[src/rtl/fp_scoreboard_ctr_if.sv]
// Issue, write-back and lookup bundle between decode, the write-back mux and the
// register-busy scoreboard. Decode side is master, scoreboard is slave.
interface fp_scoreboard_ctr_if #(
  parameter int TOTAL_REGS = 32,
  parameter int NUM_SRCS   = 3,
  parameter int NUM_WB     = 2,
  parameter int NUM_QRY    = 3
);
  localparam int AW = $clog2(TOTAL_REGS);

  logic                               flush;
  logic                               issue_valid;
  logic                               issue_wr;
  logic [AW-1:0]                      issue_rd;
  logic [NUM_SRCS-1:0][AW-1:0]        src_addr;
  logic [NUM_SRCS-1:0]                src_used;
  logic [NUM_SRCS-1:0][1:0]           src_fwd;
  logic [NUM_WB-1:0]                  wb_valid;
  logic [NUM_WB-1:0][AW-1:0]          wb_addr;
  logic [NUM_QRY-1:0][AW-1:0]         qry_addr;

  logic                               issue_accept;
  logic                               stall;
  logic                               no_dependency;
  logic [TOTAL_REGS-1:0]              busy_vec;
  logic [NUM_QRY-1:0]                 qry_busy;
  logic                               err_underflow;

  modport master (
    output flush, issue_valid, issue_wr, issue_rd, src_addr, src_used, src_fwd,
           wb_valid, wb_addr, qry_addr,
    input  issue_accept, stall, no_dependency, busy_vec, qry_busy, err_underflow
  );

  modport slave (
    input  flush, issue_valid, issue_wr, issue_rd, src_addr, src_used, src_fwd,
           wb_valid, wb_addr, qry_addr,
    output issue_accept, stall, no_dependency, busy_vec, qry_busy, err_underflow
  );
endinterface

[src/rtl/fp_scoreboard_ctr.sv]
// Register-busy scoreboard with saturating per-register pending-write counters,
// multi-port write-back retirement, flush squash and a sticky underflow flag.
module fp_scoreboard_ctr #(
  parameter int TOTAL_REGS     = 32,
  parameter int NUM_SRCS       = 3,
  parameter int NUM_WB         = 2,
  parameter int CNT_W          = 2,
  parameter int NUM_QRY        = 3,
  parameter int ZERO_HARDWIRED = 0
) (
  input  logic             clk,
  input  logic             reset,
  fp_scoreboard_ctr_if.slave sb
);
  localparam int              AW        = $clog2(TOTAL_REGS);
  localparam int              SW        = CNT_W + 2;
  localparam logic [CNT_W-1:0] CNT_MAX  = '1;
  localparam logic [SW-1:0]    ONE      = SW'(1);
  localparam bit               HARD_ZERO = (ZERO_HARDWIRED != 0);

  logic [CNT_W-1:0]      cnt      [TOTAL_REGS];
  logic [CNT_W-1:0]      cnt_next [TOTAL_REGS];
  logic [TOTAL_REGS-1:0] under;
  logic [TOTAL_REGS-1:0] busy;
  logic [NUM_SRCS-1:0]   src_busy;
  logic [NUM_SRCS-1:0]   src_block;
  logic [NUM_QRY-1:0]    qry_hit;
  logic                  full_rd;
  logic                  stall;
  logic                  accept;
  logic                  err;

  // Forwarding only hides a busy source from the stall, not from no_dependency.
  always_comb begin
    src_busy  = '0;
    src_block = '0;
    for (int j = 0; j < NUM_SRCS; j++) begin
      src_busy[j]  = sb.src_used[j] && busy[sb.src_addr[j]];
      src_block[j] = src_busy[j] && (sb.src_fwd[j] == 2'b00);
    end
  end

  always_comb begin
    full_rd = sb.issue_wr && (cnt[sb.issue_rd] == CNT_MAX);
    if (HARD_ZERO && (sb.issue_rd == '0)) begin
      full_rd = 1'b0;
    end
  end

  assign stall  = sb.issue_valid && ((|src_block) || full_rd);
  assign accept = sb.issue_valid && !stall && !sb.flush;

  always_comb begin
    qry_hit = '0;
    for (int q = 0; q < NUM_QRY; q++) begin
      qry_hit[q] = busy[sb.qry_addr[q]];
    end
  end

  for (genvar r = 0; r < TOTAL_REGS; r++) begin : g_reg
    if (HARD_ZERO && (r == 0)) begin : g_zero
      assign cnt_next[r] = '0;
      assign under[r]    = 1'b0;
      assign busy[r]     = 1'b0;
    end else begin : g_cnt
      logic [SW-1:0] sum;

      // Signed-in-spirit sum: the extra top bit goes high when retirements outnumber writers.
      always_comb begin
        sum = {2'b00, cnt[r]};
        if (accept && sb.issue_wr && (sb.issue_rd == AW'(r))) begin
          sum = sum + ONE;
        end
        for (int k = 0; k < NUM_WB; k++) begin
          if (sb.wb_valid[k] && (sb.wb_addr[k] == AW'(r))) begin
            sum = sum - ONE;
          end
        end
      end

      assign under[r]    = sum[SW-1];
      assign cnt_next[r] = sum[SW-1] ? '0 : sum[CNT_W-1:0];
      assign busy[r]     = (cnt[r] != '0);
    end
  end

  always_ff @(posedge clk) begin
    if (reset) begin
      for (int r = 0; r < TOTAL_REGS; r++) begin
        cnt[r] <= '0;
      end
      err <= 1'b0;
    end else if (sb.flush) begin
      for (int r = 0; r < TOTAL_REGS; r++) begin
        cnt[r] <= '0;
      end
    end else begin
      for (int r = 0; r < TOTAL_REGS; r++) begin
        cnt[r] <= cnt_next[r];
      end
      if (|under) begin
        err <= 1'b1;
      end
    end
  end

  assign sb.issue_accept  = accept;
  assign sb.stall         = stall;
  assign sb.no_dependency = ~|src_busy;
  assign sb.busy_vec      = busy;
  assign sb.qry_busy      = qry_hit;
  assign sb.err_underflow = err;
endmodule

[src/flat_wrapper.sv]
// flat-port wrapper written by rule: the top's interface ports become plain ports
module fp_scoreboard_ctr_flat 
#(
  parameter int TOTAL_REGS     = 32,
  parameter int NUM_SRCS       = 3,
  parameter int NUM_WB         = 2,
  parameter int CNT_W          = 2,
  parameter int NUM_QRY        = 3,
  parameter int ZERO_HARDWIRED = 0
)
  (clk, reset, sb_flush, sb_issue_valid, sb_issue_wr, sb_issue_rd, sb_src_addr, sb_src_used, sb_src_fwd, sb_wb_valid, sb_wb_addr, sb_qry_addr, sb_issue_accept, sb_stall, sb_no_dependency, sb_busy_vec, sb_qry_busy, sb_err_underflow);
  fp_scoreboard_ctr_if #(.TOTAL_REGS(TOTAL_REGS), .NUM_SRCS(NUM_SRCS), .NUM_WB(NUM_WB), .NUM_QRY(NUM_QRY)) sb_i ();
  input  logic clk;
  input  logic reset;
  input wire logic [$bits(sb_i.flush)-1:0] sb_flush;
  input wire logic [$bits(sb_i.issue_valid)-1:0] sb_issue_valid;
  input wire logic [$bits(sb_i.issue_wr)-1:0] sb_issue_wr;
  input wire logic [$bits(sb_i.issue_rd)-1:0] sb_issue_rd;
  input wire logic [$bits(sb_i.src_addr)-1:0] sb_src_addr;
  input wire logic [$bits(sb_i.src_used)-1:0] sb_src_used;
  input wire logic [$bits(sb_i.src_fwd)-1:0] sb_src_fwd;
  input wire logic [$bits(sb_i.wb_valid)-1:0] sb_wb_valid;
  input wire logic [$bits(sb_i.wb_addr)-1:0] sb_wb_addr;
  input wire logic [$bits(sb_i.qry_addr)-1:0] sb_qry_addr;
  output wire logic [$bits(sb_i.issue_accept)-1:0] sb_issue_accept;
  output wire logic [$bits(sb_i.stall)-1:0] sb_stall;
  output wire logic [$bits(sb_i.no_dependency)-1:0] sb_no_dependency;
  output wire logic [$bits(sb_i.busy_vec)-1:0] sb_busy_vec;
  output wire logic [$bits(sb_i.qry_busy)-1:0] sb_qry_busy;
  output wire logic [$bits(sb_i.err_underflow)-1:0] sb_err_underflow;
  assign sb_i.flush = sb_flush;
  assign sb_i.issue_valid = sb_issue_valid;
  assign sb_i.issue_wr = sb_issue_wr;
  assign sb_i.issue_rd = sb_issue_rd;
  assign sb_i.src_addr = sb_src_addr;
  assign sb_i.src_used = sb_src_used;
  assign sb_i.src_fwd = sb_src_fwd;
  assign sb_i.wb_valid = sb_wb_valid;
  assign sb_i.wb_addr = sb_wb_addr;
  assign sb_i.qry_addr = sb_qry_addr;
  assign sb_issue_accept = sb_i.issue_accept;
  assign sb_stall = sb_i.stall;
  assign sb_no_dependency = sb_i.no_dependency;
  assign sb_busy_vec = sb_i.busy_vec;
  assign sb_qry_busy = sb_i.qry_busy;
  assign sb_err_underflow = sb_i.err_underflow;
  fp_scoreboard_ctr #(.TOTAL_REGS(TOTAL_REGS), .NUM_SRCS(NUM_SRCS), .NUM_WB(NUM_WB), .CNT_W(CNT_W), .NUM_QRY(NUM_QRY), .ZERO_HARDWIRED(ZERO_HARDWIRED)) u_core (.clk(clk), .reset(reset), .sb(sb_i));
endmodule
[config.mk]
export PLATFORM = sky130hd
export DESIGN_NAME = fp_scoreboard_ctr_flat
export DESIGN_NICKNAME = d
export VERILOG_FILES = /design/src/rtl/fp_scoreboard_ctr_if.sv /design/src/rtl/fp_scoreboard_ctr.sv /design/src/flat_wrapper.sv
export SDC_FILE = /design/constraint.sdc
export NUM_CORES = 1
export LEC_CHECK = 0
export BUFFER_PORTS_ARGS = -buffer_cell sky130_fd_sc_hd__buf_4
export CORE_UTILIZATION = 63
export DETAILED_ROUTE_END_ITERATION = 16
export MAX_ROUTING_LAYER = met4
export PLACE_DENSITY = 0.84
export SETUP_SLACK_MARGIN = 0.02
export SLEW_MARGIN = 20
export SYNTH_ARGS = -nofsm -noshare
export SYNTH_HDL_FRONTEND = slang
export SYNTH_SLANG_ARGS = --single-unit
export TNS_END_PERCENT = 20
[constraint.sdc]
create_clock -name clk -period 9.45 [get_ports clk]
set_input_delay 0.945 -clock clk [delete_from_list [all_inputs] [get_ports clk]]
set_output_delay 0.945 -clock clk [all_outputs]
set_load 0.005 [all_outputs]
Word level (Yosys, flattened, before mapping) --
Memory sizes are Yosys's and may differ from the RTL's. Cells that the tools add are included. Widths: inputs -> output; s select.
Cells by class: $add $sub $neg 96, magnitude comparators 6, equality and inequality tests 94, multiplexer cells 212, bitwise operators 65, reduce and logical (&&, ||, !) cells 153
Operators with widths (number):
- $mux 4 | 96
- $sub 4x1->4 const B | 64
- $eq 5x5->1 const B | 48
- $mux 2 | 96
- $eq 5x4->1 const B | 24
- $logic_and 1x1->1 | 107
- $add 2x1->3 const B | 32
- $or 1x1->1 | 64
- $reduce_bool 2->1 | 32
- $eq 5x3->1 const B | 12
- $lt 5x6->1 const B | 6
- $reduce_or 32->1 | 1
- $bmux 1 s5 | 6
- $eq 5x2->1 const B | 6
- $eq 5x1->1 const B | 3
- $logic_not 5->1 | 3
- $mux 1 | 14
- $logic_not 2->1 | 3
- $reduce_or 3->1 | 2
- $logic_not 1->1 | 3
- $eq 2x2->1 const B | 1
- $reduce_and 2->1 | 1
- $logic_or 1x1->1 | 1
- $not 1->1 | 1
Storage, ports and cells: register bits 1, memory bits (writable) 64, bits of input ports 61, memories 1
Memory list:
- u_core.cnt | words 32, bits a word 2, rd ports 33, clocked after Yosys merged registers in 0, write ports 32, line fp_scoreboard_ctr.sv:21 | logic [CNT_W-1:0] cnt [TOTAL_REGS];

Longest topological paths before layout --
An unclocked memory read counts as a cell.
depth in word-level cells 21, mapped depth 22

Least setup slack after synthesis --
Ideal clock, no wire load.
path kind input-to-reg, from input sb_src_addr[10], to register u_core.err, in the netlist u_core.sb.err_underflow, setup time 91 ps, arrival time 4831 ps, required time 9359 ps, path slack 4528 ps, stages on the path 18, path buffers 2, path through buf_4 > mux4_2 > mux4_2 > mux2i_1 > and2_1 > nand2_2 > and4_4 > buf_6 > nand2_1 > xnor2_1 > ha_1 > or4_1 > a21oi_1 > nor4b_1 > or4b_1 > o311ai_1 > nor4_1 > a311oi_1
On the way: cells in the longest elaborated chain, start to end 19
RTL lines:
- from (decl) | line flat_wrapper.sv:19 | input wire logic [$bits(sb_i.src_addr)-1:0] sb_src_addr;
- $bmux 1 s5 * | line fp_scoreboard_ctr.sv:38 | src_busy[j] = sb.src_used[j] && busy[sb.src_addr[j]];
- $mux 1 (implied by the code) * | line fp_scoreboard_ctr.sv:38
- $logic_and 1x1->1 * | line fp_scoreboard_ctr.sv:38
- $logic_and 1x1->1 * | line fp_scoreboard_ctr.sv:39 | src_block[j] = src_busy[j] && (sb.src_fwd[j] == 2'b00);
- $reduce_or 3->1 * | line fp_scoreboard_ctr.sv:50 | assign stall = sb.issue_valid && ((|src_block) || full_rd);
- $logic_or 1x1->1 * | line fp_scoreboard_ctr.sv:50
- $logic_and 1x1->1 * | line fp_scoreboard_ctr.sv:50
- $logic_not 1->1 * | line fp_scoreboard_ctr.sv:51 | assign accept = sb.issue_valid && !stall && !sb.flush;
- (+3 left out)
- $logic_and 1x1->1 | line fp_scoreboard_ctr.sv:71 | if (accept && sb.issue_wr && (sb.issue_rd == AW'(r))) begin
- $mux 4 | line fp_scoreboard_ctr.sv:71
- $sub 4x1->4 | line fp_scoreboard_ctr.sv:76 | sum = sum - ONE;
- $mux 4 | line fp_scoreboard_ctr.sv:75 | if (sb.wb_valid[k] && (sb.wb_addr[k] == AW'(r))) begin
- $sub 4x1->4 | line fp_scoreboard_ctr.sv:76
- $mux 4 | line fp_scoreboard_ctr.sv:75
- $reduce_or 32->1 * | line fp_scoreboard_ctr.sv:101 | if (|under) begin
- $reduce_and 2->1 (no source line) *
- to (signal assigned) | line fp_scoreboard_ctr.sv:92 | err <= 1'b0;
- to (signal assigned) | line fp_scoreboard_ctr.sv:102 | err <= 1'b1;
- to (decl) | line fp_scoreboard_ctr.sv:31 | logic err;
Every way passes the cells marked *; elsewhere a longest branch is shown, timed or not. The select of a mux whose other input is x is not followed. A chain may end at the register's enable or synchronous reset.

==> reports/results.tsv <==
stage	metric	value	unit
sta	pin slew with the least headroom to its limit	0.932	ns
final_layout	post-layout util	0.720	
sta	Worst Clk Skew	0.00847	ns
power	final total power	1.15	mW
cts	clock tree buffer depth	2	
sta	clock period minus worst slack	6.07	ns
synth	number of storage elements in the synthesis netlist	65	
power	Pwr Density	84.8	mW/mm²
cts	number of buffers added to fix hold violations after cts	0	
grt	global route total overflow	0	
cts	clock tree root driver cell	sky130_fd_sc_hd__clkbuf_16	
cts	Inserted Clock Buffers	9	
grt	pin count of the biggest net entering global routing	32	
synth	EDFF count, synth	62	
die	overall die height	141	µm
cts	post-cts repair resize count	0	
placement	number of input and output port buffers inserted	99	
sta	ratio of final minimum period to clock period	0.643	
cts	clock latency on the worst-skew pair	0.36	ns
power	part of the power in combinational logic	0.376	
die	area of the core region	0.0188	mm²
cts	clk sinks	65	
synth	Main synth FF type	sky130_fd_sc_hd__edfxtp_1	
power	leak pwr	5.38	nW
power	Power Internal	0.726	mW
cts	clk slew on worst S/H paths	0.06	ns
worst_setup_path	data arrival at the endpoint of the critical path	6.29	ns
placement	total half-perimeter wirelength after legalization and detailed placement	31.6	mm
cts	CTS tree	built	
sta	Sum Neg Setup Slack	0	ns
drt	number of iterations in the first detailed-routing pass	9	
power	proportion of power drawn by the clock network	0.308	
power	share of total power consumed by net switching	0.369	
sta	Max-slew headroom	0.373	
cts	number of post-CTS setup repair buffers	0	
power	Switch Pwr	0.424	mW
worst_setup_path	kind of start point of the critical path	flip-flop	
drt	overall routed net length	40.6	mm
final_layout	share of layout cells above drive strength 1	0.143	
drt	violation count after the first detailed-route iteration	1520	
final_layout	filler instances	1532	
synth	Cell Area, Synth	0.0122	mm²
synth	Distinct cells, synth	90	
synth	share of the yosys chip area belonging to registers	0.157	
sta	setup repair after global routing missed its margin	false	
run	max_cap viols	0	
synth	Area contributors post-synth	sky130_fd_sc_hd__edfxtp_1, sky130_fd_sc_hd__mux4_2, sky130_fd_sc_hd__ha_1	
die	number of rows created at floorplan	50	
min_path	worst hold path type	flip-flop to flip-flop	
final_layout	nets	1750	
final_layout	layout-stage area growth over the synthesis result	11.0	%
worst_setup_path	crit path capture type	flip-flop	
grt	number of antenna violations at the first check in global routing	0	
synth	post-synthesis cell type with the largest combined area	sky130_fd_sc_hd__edfxtp_1	
grt	GRT Util Overall	0.421	
worst_setup_path	worst setup path category	flip-flop to flip-flop	
grt	first-pass GRT wire length	61.8	mm
power	Sequential Power Share	0.317	
run_status	result of the run	complete, no violations	
die	initial standard-cell utilization of the core	0.649	
die	Die Span X	141	µm
synth	FFs w/ async S/R, synth	0	
drt	Vias	12500	
sta	pins over their slew limit	0	
worst_setup_path	worst endpoint required time	9.66	ns
worst_setup_path	Worst Path Max Fanout	16	
die	Die Footprint	0.0200	mm²
sta	Final setup violation count	0	
sta	Hold Vio Cnt, Final	0	
synth	share of Yosys cell area claimed by the top area cell type	0.152	
synth	cell count after synthesis	1473	
grt	number of global-route vias before repair	11300	
synth	Synthesis Warnings	0	
die	num ports	100	
drt	via density per instance	6.74	
sta	highest clock rate	165	MHz
drt	post-route ant nets	0	
cts	H-tree lvl count	3	
synth	Avg Cell Area, Syn	8.30	µm²
final_layout	antenna diode instance count	0	
power	maximum VDD drop	0.0967	mV
drt	number of remaining DRC errors	0	
placement	final RePlAce weighted congestion	1.02	
drt	routed length per instance	21.9	µm
## placed cells by master, fill, tap and decap left out, types with 25 or more instances in the layout
cell and count:
sky130_fd_sc_hd__a21oi_1 62, sky130_fd_sc_hd__and3_1 25, sky130_fd_sc_hd__buf_4 103, sky130_fd_sc_hd__conb_1 62
sky130_fd_sc_hd__edfxtp_1 62, sky130_fd_sc_hd__ha_1 96, sky130_fd_sc_hd__inv_1 100, sky130_fd_sc_hd__mux2i_1 74
sky130_fd_sc_hd__mux4_2 63, sky130_fd_sc_hd__nand2_1 125, sky130_fd_sc_hd__nand2b_1 26, sky130_fd_sc_hd__nand3_1 60
sky130_fd_sc_hd__nor2_1 185, sky130_fd_sc_hd__nor3_1 83, sky130_fd_sc_hd__xnor2_1 117, sky130_fd_sc_hd__xor2_1 39
## state kept, by name, summed over array words and instances (netlist names)
signal,cells
u_core.cnt,64
u_core.sb.err_underflow,1
## path summary, 6_finish.rpt
| check | slack [ns] | cells past startpoint | to | startpoint |
|---|---|---|---|---|
| worst max-delay path | 3.38 | 19 | u_core.sb.err_underflow$_SDFFE_PP0P_ | u_core.cnt[5][0]$_SDFFCE_PP0P_ |
| worst max register to register | 3.38 | 19 | u_core.sb.err_underflow$_SDFFE_PP0P_ | u_core.cnt[5][0]$_SDFFCE_PP0P_ |
| worst min register to register | 0.65 | 2 | u_core.sb.err_underflow$_SDFFE_PP0P_ | u_core.sb.err_underflow$_SDFFE_PP0P_ |
| worst min-delay path | 0.65 | 2 | u_core.sb.err_underflow$_SDFFE_PP0P_ | u_core.sb.err_underflow$_SDFFE_PP0P_ |
## cells by family (layout without fill, tap and decap cells)
logic type,Yosys count,in the layout,synth area share
AO/OA/AOI/OAI,209,209,0.121
XOR/XNOR,160,160,0.118
adder cells (fa/ha/maj),96,96,0.0983
buffers and inverters,157,221,0.0536
flip-flops,65,65,0.157
multiplexers,144,144,0.183
other,1,62,0.000307
AND/OR/NAND/NOR,641,641,0.269
## metal layers
metal	global-route usage	vias to the layer above	share of wire
met2	0.626	985	0.44
met4	0.226	0	0.051
met1	0.534	5789	0.37
met5	-	-	0
met3	0.0921	175	0.14
li1	-	5582	-
## cell type report
type,instances,area (µm²),area share
Clock buffer,12,236,0.0174
Multi-Input combinational cell,1312,9870,0.728
Tap cell,260,325,0.0240
Clock inverter,4,43.8,0.00323
Timing Repair Buffer,103,773,0.0570
Inverter,102,383,0.0282
Sequential cell,65,1920,0.142
## synth_stat cells, drive strengths merged (4+ instances only)
cell type  number
or2            13
o41ai           4
buf            23
or4             8
o22ai           4
nor4b           4
nand4b          7
nand2         128
and4            6
ha             96
edfxtp         62
nor2b          15
xor2           39
inv           100
mux4           63
o31ai           6
mux2            7
o2111a          4
nor3           85
a21oi          62
a31oi          13
nand3          60
and2           13
nand4          19
o2111ai         4
a211o           5
or3            13
and3           25
o21ai          21
nand2b         26
nor2          186
a22oi          16
xnor2         120
a21o           10
o211ai         11
clkbuf         32
nor4           25
mux2i          74
a211oi         14
## stage by stage
step           std cells  worst slack (ns)  area, µm²  hold slack (ns)
3_5_place_dp        1842              3.65      13300            0.618
2_1_floorplan       1534              4.53      12400            0.507
4_1_cts             1858              3.74      13600            0.628
6_report            1858              3.38      13600            0.655
5_1_grt             1858              3.25      13600            0.694
3_3_place_gp        1842              3.70      13300            0.662
## worst max-delay path, stage by stage (launching register included)
cell                        delay (ns)
sky130_fd_sc_hd__edfxtp_1         0.57
sky130_fd_sc_hd__inv_1            0.18
sky130_fd_sc_hd__ha_1             0.47
sky130_fd_sc_hd__mux2i_1          0.16
sky130_fd_sc_hd__a22oi_1          0.20
sky130_fd_sc_hd__nand2_1          0.10
sky130_fd_sc_hd__o311ai_2         0.40
sky130_fd_sc_hd__a2bb2oi_2        0.38
sky130_fd_sc_hd__and4_1           0.82
sky130_fd_sc_hd__nand2_1          0.27
sky130_fd_sc_hd__xnor2_1          0.42
sky130_fd_sc_hd__ha_1             0.22
sky130_fd_sc_hd__nand2_1          0.08
sky130_fd_sc_hd__xnor2_1          0.17
sky130_fd_sc_hd__nor4_1           0.07
sky130_fd_sc_hd__o2111ai_1        0.20
sky130_fd_sc_hd__a31oi_1          0.14
sky130_fd_sc_hd__a211o_1          0.35
sky130_fd_sc_hd__nor4_1           0.53
sky130_fd_sc_hd__a311oi_1         0.18
## power groups by stage
stage / Combinational, mW / Clock, mW / Sequential (mW)
6_report: 0.432 / 0.354 / 0.364
5_1_grt: 0.460 / 0.359 / 0.365
4_1_cts: 0.418 / 0.349 / 0.362
3_5_place_dp: 0.416 / 0 / 0.367
3_3_place_gp: 0.404 / 0 / 0.367
2_1_floorplan: 0.297 / 0 / 0.353
Note: power is estimated with default switching activity, not from simulation.
